**src/rtl/control_unit_pipe_if.sv**
```systemverilog
// control_unit_pipe_if: ID-stage inputs and ID/EX control outputs of control_unit_pipe.
// illegal_op exists only when CU_ILLEGAL_TRAP_EN is defined.
interface control_unit_pipe_if;
  logic        id_valid;
  logic [5:0]  op_code;
  logic [5:0]  funct;
  logic        eq_ne;
  logic        ex_stall;
  logic        id_stall;
  logic        flush_if;
  logic [1:0]  pc_source;
  logic [17:0] ex_ctrl;
  logic        ex_valid;
  logic        mult_busy;
`ifdef CU_ILLEGAL_TRAP_EN
  logic        illegal_op;
`endif
  modport master (
    output id_valid, op_code, funct, eq_ne, ex_stall,
`ifdef CU_ILLEGAL_TRAP_EN
    input  illegal_op,
`endif
    input  id_stall, flush_if, pc_source, ex_ctrl, ex_valid, mult_busy
  );
  modport slave (
    input  id_valid, op_code, funct, eq_ne, ex_stall,
`ifdef CU_ILLEGAL_TRAP_EN
    output illegal_op,
`endif
    output id_stall, flush_if, pc_source, ex_ctrl, ex_valid, mult_busy
  );
endinterface

```
**src/rtl/control_unit_pipe.sv**
```systemverilog
// control_unit_pipe: pipelined MIPS control decoder with mult interlock, ID/EX hold and IF flush.
// Define CU_ILLEGAL_TRAP_EN to add the registered illegal_op trap output.
module control_unit_pipe #(
  parameter int MULT_LATENCY      = 4,
  parameter int BRANCH_DELAY_SLOT = 0
) (
  input logic clk,
  input logic reset,
  control_unit_pipe_if.slave cu
);
  logic [17:0] base, word;
  logic        legal, nop, is_mul, is_mf, is_beq, is_bne, is_j;
  logic        hazard, taken, accept;
  logic [5:0]  cnt;
  always_comb begin
    base   = '0;
    legal  = 1'b1;
    nop    = 1'b0;
    is_mul = 1'b0;
    is_mf  = 1'b0;
    is_beq = 1'b0;
    is_bne = 1'b0;
    is_j   = 1'b0;
    case (cu.op_code)
      6'b000000:
        case (cu.funct)
          6'b100000: base = 18'h32001;
          6'b100010: base = 18'h32801;
          6'b100100: base = 18'h30001;
          6'b100101: base = 18'h30801;
          6'b101010: base = 18'h33801;
          6'b011000: begin base = 18'h00030; is_mul = 1'b1; end
          6'b011001: begin base = 18'h00020; is_mul = 1'b1; end
          6'b010000: begin base = 18'h30040; is_mf = 1'b1; end
          6'b010010: begin base = 18'h30080; is_mf = 1'b1; end
          6'b000000: nop = 1'b1;
          default:   legal = 1'b0;
        endcase
      6'b001000: base = 18'h2A100;
      6'b001100: base = 18'h28000;
      6'b001101: base = 18'h28800;
      6'b100011: base = 18'h2A101;
      6'b101011: base = 18'h0A500;
      6'b000100: begin base = 18'h02800; is_beq = 1'b1; end
      6'b000101: begin base = 18'h02800; is_bne = 1'b1; end
      6'b000010: begin base = 18'h00004; is_j = 1'b1; end
      default:   legal = 1'b0;
    endcase
  end
  assign hazard       = cu.id_valid & (cnt != '0) & (is_mul | is_mf);
  assign cu.id_stall  = cu.ex_stall | hazard;
  assign taken        = cu.id_valid & ~cu.id_stall & (is_j | (is_beq & cu.eq_ne) | (is_bne & ~cu.eq_ne));
  assign cu.pc_source = ~taken ? 2'b00 : is_j ? 2'b10 : 2'b01;
  assign cu.flush_if  = taken & (BRANCH_DELAY_SLOT == 0);
  assign accept       = cu.id_valid & ~cu.id_stall & legal & ~nop;
  // Taken conditional branches additionally carry output_branch and pc_source=01 into EX.
  assign word         = base | ((taken & ~is_j) ? 18'h0000A : 18'h00000);
  assign cu.mult_busy = cnt != '0;
  always_ff @(posedge clk) begin
    if (reset) begin
      cu.ex_ctrl  <= '0;
      cu.ex_valid <= 1'b0;
    end else if (!cu.ex_stall) begin
      cu.ex_ctrl  <= accept ? word : '0;
      cu.ex_valid <= accept;
    end
  end
  always_ff @(posedge clk) begin
    if (reset) cnt <= '0;
    else if (accept && is_mul) cnt <= 6'(MULT_LATENCY);
    else if (cnt != '0) cnt <= cnt - 6'd1;
  end
`ifdef CU_ILLEGAL_TRAP_EN
  always_ff @(posedge clk) begin
    if (reset) cu.illegal_op <= 1'b0;
    else cu.illegal_op <= cu.id_valid & ~cu.id_stall & ~legal;
  end
`endif
endmodule

```
**src/flat_wrapper.sv**
```systemverilog
// flat-port wrapper written by rule: the top's interface ports become plain ports
module control_unit_pipe_flat 
#(
  parameter int MULT_LATENCY      = 4,
  parameter int BRANCH_DELAY_SLOT = 0
)
  (clk, reset, cu_id_valid, cu_op_code, cu_funct, cu_eq_ne, cu_ex_stall, cu_id_stall, cu_flush_if, cu_pc_source, cu_ex_ctrl, cu_ex_valid, cu_mult_busy);
  control_unit_pipe_if cu_i ();
  input logic clk;
  input logic reset;
  input wire logic [$bits(cu_i.id_valid)-1:0] cu_id_valid;
  input wire logic [$bits(cu_i.op_code)-1:0] cu_op_code;
  input wire logic [$bits(cu_i.funct)-1:0] cu_funct;
  input wire logic [$bits(cu_i.eq_ne)-1:0] cu_eq_ne;
  input wire logic [$bits(cu_i.ex_stall)-1:0] cu_ex_stall;
  output wire logic [$bits(cu_i.id_stall)-1:0] cu_id_stall;
  output wire logic [$bits(cu_i.flush_if)-1:0] cu_flush_if;
  output wire logic [$bits(cu_i.pc_source)-1:0] cu_pc_source;
  output wire logic [$bits(cu_i.ex_ctrl)-1:0] cu_ex_ctrl;
  output wire logic [$bits(cu_i.ex_valid)-1:0] cu_ex_valid;
  output wire logic [$bits(cu_i.mult_busy)-1:0] cu_mult_busy;
  assign cu_i.id_valid = cu_id_valid;
  assign cu_i.op_code = cu_op_code;
  assign cu_i.funct = cu_funct;
  assign cu_i.eq_ne = cu_eq_ne;
  assign cu_i.ex_stall = cu_ex_stall;
  assign cu_id_stall = cu_i.id_stall;
  assign cu_flush_if = cu_i.flush_if;
  assign cu_pc_source = cu_i.pc_source;
  assign cu_ex_ctrl = cu_i.ex_ctrl;
  assign cu_ex_valid = cu_i.ex_valid;
  assign cu_mult_busy = cu_i.mult_busy;
  control_unit_pipe #(.MULT_LATENCY(MULT_LATENCY), .BRANCH_DELAY_SLOT(BRANCH_DELAY_SLOT)) u_core (.clk(clk), .reset(reset), .cu(cu_i));
endmodule
```
**config.mk**
```make
export PLATFORM = sky130hd
export DESIGN_NAME = control_unit_pipe_flat
export DESIGN_NICKNAME = d
export VERILOG_FILES = /design/src/rtl/control_unit_pipe_if.sv /design/src/rtl/control_unit_pipe.sv /design/src/flat_wrapper.sv
export SDC_FILE = /design/constraint.sdc
export NUM_CORES = 1
export LEC_CHECK = 0
export BUFFER_PORTS_ARGS = -buffer_cell sky130_fd_sc_hd__buf_2
export CAP_MARGIN = 20
export CORE_ASPECT_RATIO = 1.1
export CORE_MARGIN = 2
export CORE_UTILIZATION = 35
export CTS_CLUSTER_SIZE = 12
export DETAILED_ROUTE_END_ITERATION = 6
export GPL_TIMING_DRIVEN = 0
export HOLD_SLACK_MARGIN = 0.12
export SLEW_MARGIN = 15
export SYNTH_ARGS = -nofsm -noshare
export SYNTH_HDL_FRONTEND = slang
export SYNTH_SLANG_ARGS = --single-unit
export TNS_END_PERCENT = 30
```
**constraint.sdc**
```tcl
create_clock -name clk -period 1.6 [get_ports clk]
set_input_delay 0.08 -clock clk [delete_from_list [all_inputs] [get_ports clk]]
set_output_delay 0.08 -clock clk [all_outputs]
set_load 0.02 [all_outputs]
```
==> metrics.csv <==
stage;metric;value;unit
status;status;complete, but fails checks;
status;violations in the final reports;setup timing;
cts;clock transition at the registers of the reported paths;0.12;ns
drt;Total Routed Length;3410;um
critical_path;source of the worst register-to-register timing path;u_core.cnt[1];
cts;maximum root-to-sink buffer count;2;
pwr;largest voltage drop on the vdd net;1.02;mV
logic_synthesis;Avg Cell Area, Syn;8.25;sq um
logic_synthesis;sequential area share after synthesis;34.9;%
timing;upper clock frequency limit;611;MHz
finish;Area Growth Syn to Fin;37.9;%
die;Die Footprint;0.00410;sq mm
finish;number of nets in the layout;228;
logic_synthesis;Main synth FF type;sky130_fd_sc_hd__dfxtp_1;
timing;worst clock skew on the final layout;0.00293;ns
logic_synthesis;gate count after technology mapping;153;
timing;pins over their slew limit;0;
die;die height;67.0;um
critical_path;data required time at the worst endpoint;1.52;ns
drt;post-route ant nets;0;
drt;Detailed Routing Iterations Pass 1;4;
finish;Inserted Diodes;0;
critical_path;register-to-register setup slack;0.06;ns
logic_synthesis;dominant cells by area after synthesis;sky130_fd_sc_hd__dfxtp_1, sky130_fd_sc_hd__nand2_1, sky130_fd_sc_hd__a21oi_1;
timing;final setup violation count;1;
logic_synthesis;post-synthesis compound-gate area fraction;24.8;%
timing;RSZ-0062 raised after global routing;yes;
critical_path;Worst Path Arrival;1.56;ns
drt;iteration-0 DRC count of the detailed router;66;
global_routing;GRT Total Usage;16.8;%
critical_path;worst-path maximum fanout;2;
logic_synthesis;number of enable-type register cells in the synthesized netlist;0;
timing;Worst Setup Slack, final;-0.0370;ns
hold_path;number of cells on the worst hold path;4;
hold_path;Min-Delay Endpoint;u_core.cu.ex_ctrl[10];
global_routing;total congestion overflow after global routing;0;
placement;DP HPWL;2470;um
logic_synthesis;Synth cell types;41;
die;core area;0.00339;sq mm
cts;clk root buf;sky130_fd_sc_hd__clkbuf_4;
timing;ratio of final minimum period to clock period;102;%
die;die width;61.3;um
placement;Port Buffer Count;35;
logic_synthesis;proportion of synthesized area in mux cells;1.78;%
logic_synthesis;proportion of synthesized flip-flops having asynchronous set or reset;0;%
finish;post-route core utilization;51.4;%
pwr;leakage dissipation;0.778;nW
logic_synthesis;adder-cell share of the synthesized area;1.98;%
cts;CTS Sinks;22;
global_routing;initial antenna violation count;0;
global_routing;wire length of the first global-routing pass;5250;um
hold_path;class of the most critical hold timing path;in -> reg;
logic_synthesis;largest family of logic cells by synthesized area;simple AND/OR/NAND/NOR gates;
drt;number of DRC violations after detailed routing;0;
placement;pre-CTS setup slack;-0.0654;ns
drt;via count;1284;
cts;CTS Buf Count;3;
critical_path;FF-to-FF path depth;8;
logic_synthesis;dominant cell by count in the synthesized netlist;sky130_fd_sc_hd__dfxtp_1;
die;number of placed I/O pins;41;
global_routing;vias in the first global route;1221;
timing;Hold Violations, Final;0;
cts;H-Tree Level Count;1;
logic_synthesis;xor and xnor fraction of the mapped netlist area;4.16;%
hold_path;beginning of the worst hold path;cu_op_code[4];
finish;fraction of final layout cells with drive strength greater than 1;38.9;%
logic_synthesis;yosys synthesis warning count;0;
run;count of maximum capacitance violations;0;
logic_synthesis;Synth top cells by count;sky130_fd_sc_hd__dfxtp_1, sky130_fd_sc_hd__nand2_1, sky130_fd_sc_hd__nor2_1;
drt;via density per instance;5.02;
pwr;P per Cell Area;1170;mW/mm^2
critical_path;CP Launch Type;register;
critical_path;Crit. Startpoint;u_core.cnt[1];
logic_synthesis;share of Yosys cell area claimed by the top area cell type;34.9;%
critical_path;CP Class;reg -> out;
logic_synthesis;fraction of the mapped netlist area in simple logic gates;25.4;%
logic_synthesis;cell taking the most area after synthesis;sky130_fd_sc_hd__dfxtp_1;
finish;number of fill cells;345;
critical_path;capturing element type of the critical path;primary output;
critical_path;terminus of the critical flop-to-flop path;u_core.cu.ex_ctrl[8];
logic_synthesis;number of synthesized register bits;22;
die;initial core utilization;37.3;%
logic_synthesis;post-synthesis instance area;0.00126;sq mm
timing;Tmin final;1.64;ns
cts;clock tree from TritonCTS;done;
die;Placement Rows;22;
cts;clock insertion delay at the later pin of the skew report;0.30;ns
drt;average wire per cell in the routed design;13.3;um
global_routing;largest net degree at the start of global routing;14;
placement;Final Wtd Congestion;0.791;
timing;accumulated negative setup slack;-0.0370;ns
==> per-stage QoR <==
step | instance area (sq um) | power (mW) | instances | hold WS [ns]
finish | 1740 | 2.04 | 256 | 0.153
CTS | 1710 | 2.00 | 253 | 0.136
global placement | 1500 | 1.29 | 237 | 0.387
global route | 1740 | 2.17 | 256 | 0.152
floorplan | 1270 | 1.17 | 154 | 0.182
detailed placement | 1500 | 1.32 | 237 | 0.384
==> per-layer routing <==
metal | track usage, % | vias up | part of all wire, %
met4 | 5.71 | 0 | 0.85
met5 | 0 | - | 0
met3 | 3.30 | 4 | 5.1
met1 | 21.1 | 592 | 44
li1 | - | 656 | -
met2 | 27.9 | 32 | 50
==> cell usage in the layout, fill, tap and decap left out, types with 3 or more instances in the layout <==
cell / n
sky130_fd_sc_hd__nand3_1: 3
sky130_fd_sc_hd__a22o_1: 5
sky130_fd_sc_hd__buf_2: 38
sky130_fd_sc_hd__nand2b_1: 3
sky130_fd_sc_hd__o21ai_0: 7
sky130_fd_sc_hd__xor2_1: 3
sky130_fd_sc_hd__nor3_1: 9
sky130_fd_sc_hd__nor2b_1: 4
sky130_fd_sc_hd__nor2_1: 11
sky130_fd_sc_hd__buf_4: 13
sky130_fd_sc_hd__a32o_1: 3
sky130_fd_sc_hd__xnor2_1: 3
sky130_fd_sc_hd__a21oi_1: 10
sky130_fd_sc_hd__inv_1: 4
sky130_fd_sc_hd__nand2_1: 14
sky130_fd_sc_hd__dlygate4sd3_1: 6
sky130_fd_sc_hd__clkbuf_4: 3
sky130_fd_sc_hd__and2_1: 3
sky130_fd_sc_hd__inv_2: 3
sky130_fd_sc_hd__dfxtp_2: 4
sky130_fd_sc_hd__dfxtp_1: 18
==> cell families (layout without fill, tap and decap cells) <==
family                     Yosys count  after routing
AOI/OAI and AO/OA                   41             41
xor gates and xnor gates             6              6
adders and majority gates            2              2
buffers and inverters               18             72
DFF                                 22             22
muxes                                2              2
other                                1              2
and+or+nand+nor                     61             61
==> layout make-up <==
type / count / area (sq um) / area share, %
well taps: 48 / 60.1 / 3.45
clock inverters: 1 / 30.0 / 1.73
inverters: 8 / 35.0 / 2.01
clock buffers: 3 / 22.5 / 1.29
multi-input cells: 114 / 781 / 44.9
plain buffers: 9 / 50.0 / 2.88
repair buffers: 51 / 317 / 18.2
flip-flops and latches: 22 / 445 / 25.6
==> worst max-delay path, stage by stage (launching register included) <==
cell                      delay (ns)
sky130_fd_sc_hd__dfxtp_2        0.35
sky130_fd_sc_hd__inv_2          0.07
sky130_fd_sc_hd__ha_4           0.13
sky130_fd_sc_hd__and3_4         0.20
sky130_fd_sc_hd__inv_6          0.04
sky130_fd_sc_hd__and2_4         0.13
sky130_fd_sc_hd__a31o_4         0.21
sky130_fd_sc_hd__buf_6          0.12
==> how the worst max path moves through the flow <==
| stage | end | cells after the start |
|---|---|---|
| after global placement | u_core.cu.ex_ctrl[8] | 8 |
| after global routing | cu_id_stall | 7 |
| after CTS | cu_id_stall | 8 |
| after detailed placement | u_core.cu.ex_ctrl[8] | 8 |
| final | cu_id_stall | 7 |
| after floorplan | u_core.cu.ex_ctrl[0] | 8 |
==> where the power goes <==
group | total, mW | internal (mW) | switching [mW]
sequential | 0.693 | 0.632 | 0.0605
combinational | 0.921 | 0.453 | 0.467
clock | 0.425 | 0.253 | 0.172
==> state kept, by name (all words and copies together), names as in the netlist <==
register / flops
u_core.cnt: 6
u_core.cu.ex_valid: 1
u_core.cu.ex_ctrl: 15
==> timing repair <==
action                                  4_1_cts  5_1_grt
hold buffers                                  6        0
endpoints found under the setup margin       10       17
buffers inserted                              6        4
hold endpoints to repair                      7        0
pin swaps                                     5        0
gates resized for setup                      15        4
Power figures use the tool's default switching activity.
